--- src/rtl/front_panel_switch_scanner_pkg.sv ---
// front_panel_switch_scanner_pkg: shared row indices, control bit positions and row drive helper
package front_panel_switch_scanner_pkg;
    typedef enum logic [1:0] {
        ROW_ADDR_LO = 2'd0,
        ROW_ADDR_HI = 2'd1,
        ROW_CTL     = 2'd2
    } row_e;
    localparam int CTL_STOP      = 0;
    localparam int CTL_RUN       = 1;
    localparam int CTL_STEP      = 2;
    localparam int CTL_EXAM      = 3;
    localparam int CTL_EXAM_NEXT = 4;
    localparam int CTL_DEP       = 5;
    localparam int CTL_DEP_NEXT  = 6;
    localparam int CTL_RESET     = 7;
    function automatic logic [2:0] row_drive(row_e r);
        return ~(3'b001 << r);
    endfunction
endpackage

--- src/rtl/front_panel_switch_scanner_frame_debouncer.sv ---
// frame_debouncer: accepts a scan frame after DEBOUNCE identical frames and pulses new control presses
module frame_debouncer
    import front_panel_switch_scanner_pkg::*;
#(
    parameter int DEBOUNCE = 4
) (
    input  logic        clk,
    input  logic        reset,
    input  logic [23:0] frame,
    input  logic        frame_end,
    output logic [15:0] sw_addr,
    output logic [7:0]  ctl_level,
    output logic [7:0]  ctl_pulse
);
    localparam int SW = DEBOUNCE > 1 ? $clog2(DEBOUNCE) : 1;
    localparam logic [SW-1:0] LAST = SW'(DEBOUNCE - 1);

    logic [23:0]   prev_frame;
    logic [SW-1:0] stable, stable_n;
    logic          armed, accept;

    always_comb begin
        stable_n = frame != prev_frame ? '0 : (stable == LAST ? LAST : stable + 1'b1);
        accept   = frame_end && stable_n == LAST;
    end

    // The first acceptance after reset only arms pulsing, so switches held through reset never pulse
    always_ff @(posedge clk) begin
        if (reset) begin
            prev_frame <= '0;
            stable     <= '0;
            armed      <= 1'b0;
            sw_addr    <= '0;
            ctl_level  <= '0;
            ctl_pulse  <= '0;
        end else begin
            ctl_pulse <= accept && armed ? frame[23:16] & ~ctl_level : '0;
            if (frame_end) begin
                prev_frame <= frame;
                stable     <= stable_n;
            end
            if (accept) begin
                sw_addr   <= frame[15:0];
                ctl_level <= frame[23:16];
                armed     <= 1'b1;
            end
        end
    end
endmodule

--- src/rtl/front_panel_switch_scanner.sv ---
// front_panel_switch_scanner: scans the 3x8 front-panel switch matrix and debounces whole frames
module front_panel_switch_scanner
    import front_panel_switch_scanner_pkg::*;
#(
    parameter int SCAN_DIV = 256,
    parameter int SETTLE   = 16,
    parameter int DEBOUNCE = 4
) (
    input  logic        clk,
    input  logic        reset,
    output logic [2:0]  sw_row,
    input  logic [7:0]  sw_col,
    output logic [15:0] sw_addr,
    output logic [7:0]  ctl_level,
    output logic [7:0]  ctl_pulse,
    output logic        scan_done
);
    localparam int CW = $clog2(SCAN_DIV);

    logic [7:0]    col_meta, col_sync;
    logic [CW-1:0] cnt;
    row_e          row, next_row;
    logic [23:0]   frame;
    logic          row_end;

    always_comb begin
        row_end  = cnt == CW'(SCAN_DIV - 1);
        next_row = row == ROW_CTL ? ROW_ADDR_LO : row_e'(row + 2'd1);
    end

    // Columns are inverted on entry so a closed switch reads as 1 from here on
    always_ff @(posedge clk) begin
        if (reset) begin
            col_meta  <= '0;
            col_sync  <= '0;
            cnt       <= '0;
            row       <= ROW_ADDR_LO;
            sw_row    <= row_drive(ROW_ADDR_LO);
            frame     <= '0;
            scan_done <= 1'b0;
        end else begin
            col_meta  <= ~sw_col;
            col_sync  <= col_meta;
            cnt       <= row_end ? '0 : cnt + 1'b1;
            scan_done <= row_end && row == ROW_CTL;
            if (row_end) begin
                row    <= next_row;
                sw_row <= row_drive(next_row);
            end
            if (cnt == CW'(SETTLE))
                frame[8*int'(row) +: 8] <= col_sync;
        end
    end

    frame_debouncer #(.DEBOUNCE(DEBOUNCE)) u_debouncer (
        .clk       (clk),
        .reset     (reset),
        .frame     (frame),
        .frame_end (scan_done),
        .sw_addr   (sw_addr),
        .ctl_level (ctl_level),
        .ctl_pulse (ctl_pulse)
    );
endmodule
--- config.mk ---
export PLATFORM = sky130hd
export DESIGN_NAME = front_panel_switch_scanner
export DESIGN_NICKNAME = d
export VERILOG_FILES = /design/src/rtl/front_panel_switch_scanner_pkg.sv /design/src/rtl/front_panel_switch_scanner_frame_debouncer.sv /design/src/rtl/front_panel_switch_scanner.sv
export SDC_FILE = /design/constraint.sdc
export NUM_CORES = 1
export LEC_CHECK = 0
export ABC_AREA = 0
export BUFFER_PORTS_ARGS = -buffer_cell sky130_fd_sc_hd__buf_4
export CAP_MARGIN = 0
export CORE_ASPECT_RATIO = 1.75
export CORE_MARGIN = 2
export CORE_UTILIZATION = 58
export DETAILED_ROUTE_END_ITERATION = 8
export MAX_ROUTING_LAYER = met4
export PLACE_DENSITY_LB_ADDON = 0.08
export SYNTH_ARGS = -nofsm -noshare
export SYNTH_HDL_FRONTEND = slang
export SYNTH_SLANG_ARGS = --single-unit
--- constraint.sdc ---
create_clock -name clk -period 2.1 [get_ports clk]
set_input_delay 0.42 -clock clk [delete_from_list [all_inputs] [get_ports clk]]
set_output_delay 0.42 -clock clk [all_outputs]
set_load 0.05 [all_outputs]
Word level (Yosys, flattened, before mapping):

Index checks and enable logic that the tools add are counted.

* register bits after elaboration: 113
* bits of input ports: 10
* output and inout port bits: 36

* add/sub/neg operators: 4
* equality and inequality tests: 6
* shift operators: 3
* multiplexer cells: 4
* bitwise logic cells: 5
* reductions and logical operators: 5

Operators by type and width (count)
* $neg 5->33: 1
* $shift 8x33->24 const A: 1
* $shiftx 8x33->24: 1
* $bwmux 24: 1
* $ne 24x24->1: 1
* $not 8->8: 2
* $add 8x1->8 const B: 1
* $and 8x8->8: 1
* $eq 8x5->1 const B: 1
* $eq 8x8->1 const B: 1
* $eq 2x2->1 const B: 3
* $mux 2: 3
* $add 2x1->2 const B: 2
* $reduce_or 2->1: 2
* $logic_and 1x1->1: 3
* $not 3->3: 1
* $shl 1x2->3 const A: 1
* $not 1->1: 1

Logic depth before layout (Yosys ltp):

Gate-level depths: netlist of the first run.

* word-level depth: 8
* mapped depth: 7
* gate-level depth less buffers: 6

Modules after synthesis:

From an unflattened synthesis of the first run, not the netlist that was laid out.

* cell total of the unflattened synthesis: 464
* area, all modules: 4769.6 µm²

By module, submodules not included
* frame_debouncer: times used 1, cells an instance 246, area each 2542.4 µm²
* front_panel_switch_scanner: times used 1, cells an instance 218, area each 2227.1 µm²

Worst setup path before layout of the first run:

OpenSTA, ideal clock, no wires.

* path type: register to register
* start: reg scan_done
* end: reg u_debouncer.prev_frame[18]
* setup time: 0.128 ns
* arrival: 1.790 ns
* data required time: 1.972 ns
* path slack: 0.182 ns
* cell stages (with the launch flop): 6
* buffers on the path: 3
* period minus slack after synthesis: 1.918 ns
* cell sequence: dfxtp_1 clkbuf_1 buf_1 buf_2 mux2i_1 nor2_1

RTL lines
* from (decl): RTL line front_panel_switch_scanner.sv:16 `output logic scan_done`
* from (signal assigned): RTL line front_panel_switch_scanner.sv:40 `scan_done <= 1'b0;`
* from (signal assigned): RTL line front_panel_switch_scanner.sv:45 `scan_done <= row_end && row == ROW_CTL;`
* to (signal assigned): RTL line front_panel_switch_scanner_frame_debouncer.sv:39 `prev_frame <= frame;`
* to (decl): RTL line front_panel_switch_scanner_frame_debouncer.sv:18 `logic [23:0] prev_frame;`

Worst setup path after layout of the first run:

* start: reg frame[3]
* end: reg u_debouncer.sw_addr[8]

* cells in the longest elaborated chain, start to end: 4

Ends and longest elaborated chain
* from (decl): RTL line front_panel_switch_scanner.sv:23 `logic [23:0] frame;`
* from (signal, indexed assignment): RTL line front_panel_switch_scanner.sv:51 `frame[8*int'(row) +: 8] <= col_sync;`
* $ne 24x24->1: RTL line front_panel_switch_scanner_frame_debouncer.sv:23 `stable_n = frame != prev_frame ? '0 : (stable == LAST ? LAST : stable + 1'b1);`
* $mux 2: RTL line front_panel_switch_scanner_frame_debouncer.sv:23
* $eq 2x2->1: RTL line front_panel_switch_scanner_frame_debouncer.sv:24 `accept = frame_end && stable_n == LAST;`
* $logic_and 1x1->1: RTL line front_panel_switch_scanner_frame_debouncer.sv:24
* to (signal assigned): RTL line front_panel_switch_scanner_frame_debouncer.sv:43 `sw_addr <= frame[15:0];`
* to (decl): RTL line front_panel_switch_scanner_frame_debouncer.sv:11 `output logic [15:0] sw_addr,`

No other way between the ends.
A chain may end at the register's enable or synchronous reset.

==> flow_metrics.py, run 1 <==
metrics = {
    "power": {
        "p_leak_nw": 2.107,
        "p_per_area_mw_per_mm2": 865.4,
        "ir_drop_mv": 0.7182,
    },
    "floorplan": {
        "coreArea_mm2": 0.007515,
        "die-height_um": 120.1,
        "start_util": 0.5949,
        "num_rows": 42,
        "dieArea_mm2": 0.008454,
        "fp.dieW_um": 70.37,
        "io_pins": 46,
    },
    "critical_path": {
        "required_ns": 2.38,
        "worstPathMaxFanout": 22,
        "cp-end-kind": "register",
        "arrival_ns": 2.20,
        "critPathKind": "reg -> reg",
        "start_kind": "register",
    },
    "yosys": {
        "async_flop_share": 0,
        "postSynthCellCount": 460,
        "ys.flop_type": "dfxtp_1",
        "synth_edf_count": 0,
        "syn_area_mm2": 0.004471,
        "syn_area_per_cell_um2": 9.719,
        "synth_seq_cells": 113,
        "yosysWarnings": 0,
        "synth_nets": 478,
        "synth_cell_type_count": 32,
        "yosysSeqAreaShare": 0.5060,
    },
    "route": {
        "drc": 0,
        "drt-pass1-iter-count": 4,
        "vias": 3251,
        "drt-initial-drc-count": 113,
        "wirelength_mm": 8.791,
        "via_per_inst": 5.338,
        "routedWlPerCell_um": 14.44,
        "antenna_left": 0,
    },
    "sta": {
        "relSlewSlack": 0.7250,
        "worst_pin_slew_ns": 0.4094,
        "fin_skew_ns": 0.004412,
        "setup_ws_ns": 0.1848,
        "fin_crit_sh": 0.9120,
        "hold_violations": 0,
        "fmax_mhz": 522.1,
        "setup_viol": 0,
        "grt_setup_unrepaired": "no",
        "period_needed_ns": 1.915,
        "tns_ns": 0,
        "maxSlewViolCount": 0,
    },
    "clock_tree": {
        "cts_buffer_depth": 2,
        "cts_tree": "done",
        "postCtsSetupBuffers": 0,
        "insertion_delay_ns": 0.40,
        "cts-buffers-inserted": 17,
        "cts_root_buf": "clkbuf_16",
        "h-tree-depth": 4,
        "cts_sinks": 113,
        "cts.clk_slew.worst_paths_ns": 0.05,
    },
    "global_route": {
        "antenna_found_initial": 0,
        "grt-ovfl-total": 0,
        "grt_max_degree": 64,
        "grt_first_pass_wirelength_mm": 14.81,
        "grt_usage": 0.2333,
        "grt_pass1_vias": 3212,
    },
    "worst_hold_path": {
        "hold_class": "in -> reg",
    },
    "final_layout": {
        "seqCellArea_mm2": 0.002262,
        "antenna_cells": 0,
        "layout-drive-gt1-share": 0.1574,
        "layout_commonest_cell": "dfxtp_1",
        "final_cell_mix": "dfxtp_1 (113), buf_4 (54), mux2i_1 (50), nand2b_1 (50), nor2_1 (45)",
        "area_growth_pct": 21.58,
        "nets": 530,
        "num-fill-cells": 593,
        "multi_input_area_mm2": 0.002088,
    },
    "placement": {
        "place.gp.congestion": 0.8173,
        "io_buffers": 45,
        "dpl.hpwl_mm": 6.196,
        "preCtsSetupSlack_ns": 0.1121,
    },
    "run": {
        "cap_violations": 0,
    },
    "run_status": {
        "status": "completed",
    },
}
flip-flops by register name, indices dropped and copies added (netlist names):
signal and count:
frame 24, u_debouncer.prev_frame 24, u_debouncer.sw_addr 16, cnt 8, col_meta 8, col_sync 8
u_debouncer.ctl_level 8, u_debouncer.ctl_pulse 8, sw_row 3, row 2, u_debouncer.stable 2, scan_done 1
u_debouncer.armed 1
layout make-up:
type / count / share of cell area
sequential: 113 / 0.4162
inverter: 6 / 0.004144
tap: 88 / 0.02026
timing repair buffer: 56 / 0.08195
multi-input combinational: 318 / 0.3842
clock buffer: 28 / 0.09323
Yosys cell counts, types with 8 or more instances:
master / count / area (um^2)
mux2i_1: 50 / 500.5
nand2b_1: 50 / 312.8
clkbuf_1: 17 / 63.81
xnor2_1: 26 / 227.7
nand3_1: 29 / 145.1
nor2b_1: 8 / 50.05
nor2_1: 45 / 168.9
dfxtp_1: 113 / 2262
nand2_1: 32 / 120.1
nor3b_1: 11 / 82.58
ha_1: 8 / 100.1
a21oi_1: 27 / 135.1
power by group:
part	leakage, nW	switching [W]	total (W)	internal, W
Clock	0.247	0.000837	0.00244	0.00160
Sequential	0.914	0.0000133	0.00218	0.00217
Combinational	0.947	0.0000438	0.0000848	0.0000410
cell families after synthesis:
logic type | Yosys count | share of synthesized area
AOI/OAI and AO/OA | 33 | 0.03806
xor gates and xnor gates | 29 | 0.05682
adders and majority gates | 8 | 0.02239
buffers and inverters | 29 | 0.02799
DFF | 113 | 0.5060
muxes | 50 | 0.1120
and+or+nand+nor | 198 | 0.2368
stage by stage:
stage	cell area, um^2	util	power [W]	std cells	hold slack (ns)
2_1_floorplan	4471	-	0.002278	460	0.4138
3_3_place_gp	4923	0.6552	0.002306	581	0.4194
3_5_place_dp	4923	0.6552	0.002309	581	0.4218
4_1_cts	5430	0.7226	0.004740	609	0.1603
5_1_grt	5435	0.7233	0.004849	609	0.1583
6_report	5435	0.7233	0.004704	609	0.1689
path summary, 6_finish.rpt:
kind	slack, ns	from	depth (start not counted)	end
worst min register to register	0.44	col_meta[5]	1	col_sync[5]
worst max register to register	0.18	frame[3]	6	u_debouncer.sw_addr[8]
worst min-delay path	0.17	sw_col[5]	2	col_meta[5]
worst max-delay path	0.18	frame[3]	6	u_debouncer.sw_addr[8]
metal layers:
metal	global-route usage	routed length, um	up-vias
li1	-	-	1628
met1	0.2392	3384	1501
met2	0.3909	4604	92
met3	0.07557	445	30
met4	0.1250	356	0
met5	-	0	-
worst max-delay path, stage by stage (launching register included):
cell	delay (ns)
dfxtp_1	0.34
xnor2_1	0.26
nand4_1	0.19
nor4_4	0.46
nand4_4	0.19
buf_12	0.22
mux2i_1	0.13
repair_timing:
| item | CTS | global route |
|---|---|---|
| hold buffers | 0 | 0 |
| endpoints found under the setup margin | 0 | 6 |
| gates resized for setup | 0 | 1 |
No activity file was read; power rests on OpenSTA's default activity.
==> run 2: changes to the inputs <==
ABC_AREA = 1   (was 0)
==> run 2 against run 1 <==
  * Sequential power barely moved
  * Die area grew 0.53%
  * Cell area is 1.1% lower
  * Utilization is 1.3 points lower
  * Critical path depth rose by 3
  * Sequential share of layout area grew 0.46 points
  * Cell count rose by 21%
==> flow_metrics.py, run 2 <==
metrics = {
    "final_layout": {
        "utilization": 0.7105,
        "antenna_cells": 0,
        "fin_area_mm2": 0.005376,
        "final_cell_mix": "dfxtp_1 (113), nor2_1 (107), nand2_1 (105), inv_1 (68), a21oi_1 (49)",
        "biggestRegsByFlops": "frame (24), u_debouncer.prev_frame (24), u_debouncer.sw_addr (16)",
        "num-fill-cells": 638,
        "layout_commonest_cell": "dfxtp_1",
        "area_growth_pct": 19.59,
        "layout-drive-gt1-share": 0.1352,
        "nets": 656,
    },
    "placement": {
        "dpl.hpwl_mm": 6.421,
        "io_buffers": 45,
        "place_area_mm2": 0.004856,
        "place.gp.congestion": 0.8135,
    },
    "route": {
        "drt-pass1-iter-count": 4,
        "via_per_inst": 5.085,
        "drc": 0,
        "antenna_left": 0,
        "wirelength_mm": 9.290,
        "drt-initial-drc-count": 201,
        "routedWlPerCell_um": 12.57,
        "vias": 3758,
    },
    "global_route": {
        "grt.busiest_layer": "met2",
        "grt_max_degree": 48,
        "gr-usage-met1": 0.2594,
        "antenna_found_initial": 0,
        "grt-ovfl-total": 0,
        "use_met3": 0.07083,
        "grt_pass1_vias": 3519,
        "grt_first_pass_wirelength_mm": 15.55,
        "grtUsageMet2": 0.4080,
        "grt_usage": 0.2376,
    },
    "sta": {
        "hold_violations": 0,
        "fmax_mhz": 514.9,
        "fin_crit_sh": 0.9248,
        "worst_pin_slew_ns": 0.4495,
        "tns_ns": 0,
        "relSlewSlack": 0.7000,
        "grt_setup_unrepaired": "yes",
        "whs_ns": 0.1659,
        "period_needed_ns": 1.942,
        "setup_viol": 0,
        "maxSlewViolCount": 0,
        "fin_skew_ns": 0.01002,
    },
    "yosys": {
        "yosys.area.top_type": "dfxtp_1",
        "async_flop_share": 0,
        "synth_area_leaders": "dfxtp_1 (50%), nor2_1 (8.9%), nand2_1 (8.8%), inv_1 (5.7%), a21oi_1 (5.5%)",
        "ys_top_cells_by_count": "dfxtp_1 (113), nor2_1 (107), nand2_1 (105)",
        "synth_edf_count": 0,
        "postSynthCellCount": 592,
        "synth_nets": 610,
        "yosysMostFrequentCell": "dfxtp_1",
        "synth_seq_cells": 113,
        "yosysWarnings": 0,
        "synth_top_area_frac": 0.5032,
        "syn_area_mm2": 0.004496,
        "syn_area_per_cell_um2": 7.594,
        "ys.flop_type": "dfxtp_1",
        "synth_cell_type_count": 32,
        "yosysSeqAreaShare": 0.5032,
    },
    "critical_path": {
        "worstRegToRegCells": 9,
        "arrival_ns": 2.24,
        "start_kind": "register",
        "critPathKind": "reg -> reg",
        "required_ns": 2.39,
        "worstPathMaxFanout": 14,
        "cp-end-kind": "register",
        "worstSetupStartpoint": "cnt[0]",
        "path_cells": "inv_1 > ha_1 > inv_1 > nor4_1 > nand2_1 > nor2_2 > o21ai_0 > nand2_1 > a21oi_1",
        "crit_slowest_cell": "nor2_2",
        "cpPeakStageDelay_ns": 0.37,
        "reg2reg_from": "cnt[0]",
    },
    "clock_tree": {
        "cts.clk_slew.worst_paths_ns": 0.05,
        "cts_root_buf": "clkbuf_16",
        "insertion_delay_ns": 0.40,
        "cts_sinks": 113,
        "postCtsSetupBuffers": 0,
        "cts_tree": "done",
        "post_cts_resized": 0,
        "cts_buffer_depth": 2,
        "h-tree-depth": 4,
        "ctsHoldBuffers": 0,
        "cts-buffers-inserted": 17,
    },
    "worst_hold_path": {
        "hold_depth": 2,
        "min_from": "sw_col[3]",
        "hold_class": "in -> reg",
    },
    "power": {
        "power_w": 0.004699,
        "ir_drop_mv": 0.6207,
        "p_leak_nw": 2.520,
        "p_per_area_mw_per_mm2": 874.0,
    },
    "run": {
        "cap_violations": 0,
    },
    "floorplan": {
        "fp.dieW_um": 70.55,
        "dieArea_mm2": 0.008499,
        "io_pins": 46,
        "die-height_um": 120.5,
        "coreArea_mm2": 0.007567,
        "start_util": 0.5941,
        "num_rows": 42,
    },
    "run_status": {
        "status": "completed",
    },
}
==> run 2: changes by cell type after synthesis, moves of 8 or more <==
| cell | change |
|---|---|
| a21oi_1 | +22 |
| inv_1 | +62 |
| mux2i_1 | -50 |
| nand2_1 | +73 |
| nand2b_1 | -50 |
| nand3_1 | -21 |
| nor2_1 | +62 |
| nor2b_1 | -8 |
| nor3b_1 | -9 |
| o21ai_0 | +42 |
| xnor2_1 | -16 |
==> run 2: logic make-up (layout without fill, tap and decap cells) <==
family                     after synthesis  after routing  synth area share
DFF                                    113            113            0.5032
adders and majority gates                8              8           0.02227
xor gates and xnor gates                18             18           0.03507
buffers and inverters                   96            154           0.08628
AOI/OAI and AO/OA                      105            105            0.1194
and+or+nand+nor                        252            253            0.2338
==> run 2: power by group <==
part           switching (W)  internal, W
clock network       0.000894      0.00155
registers          0.0000107      0.00217
logic              0.0000491    0.0000288
total               0.000954      0.00374
==> run 2: layer usage <==
layer	vias to the layer above	part of all wire
li1	1957	-
met1	1715	0.42
met2	80	0.53
met3	6	0.043
met4	0	0.0086
met5	-	0
==> run 2: area by class of cell <==
type | count | area, um^2 | share of cell area
clock buffers | 25 | 475.5 | 0.08843
clock inverters | 7 | 35.03 | 0.006516
inverters | 74 | 277.8 | 0.05166
multi-input cells | 384 | 1856 | 0.3451
flip-flops and latches | 113 | 2262 | 0.4208
well taps | 88 | 110.1 | 0.02048
repair buffers | 48 | 360.3 | 0.06702
==> run 2: final timing paths <==
check                                   end  slack, ns
worst min register to register  col_sync[4]       0.40
worst max-delay path              frame[19]       0.16
worst min-delay path            col_meta[3]       0.17
worst max register to register    frame[19]       0.16
==> run 2: critical path: cells and delay by family (launching register included) <==
| family | cells | cell delay (ns) |
|---|---|---|
| simple gates | 4 | 1.00 |
| flops | 1 | 0.33 |
| compound gates | 2 | 0.26 |
| fa+ha+maj | 1 | 0.14 |
| buf+inv | 2 | 0.11 |
==> run 2: metrics by stage <==
step / setup WS (ns) / std cells
4_1_cts: 0.1485 / 738
2_1_floorplan: 0.5205 / 592
5_1_grt: -0.09755 / 739
3_3_place_gp: 0.2066 / 706
3_5_place_dp: 0.1625 / 706
6_report: 0.1578 / 739
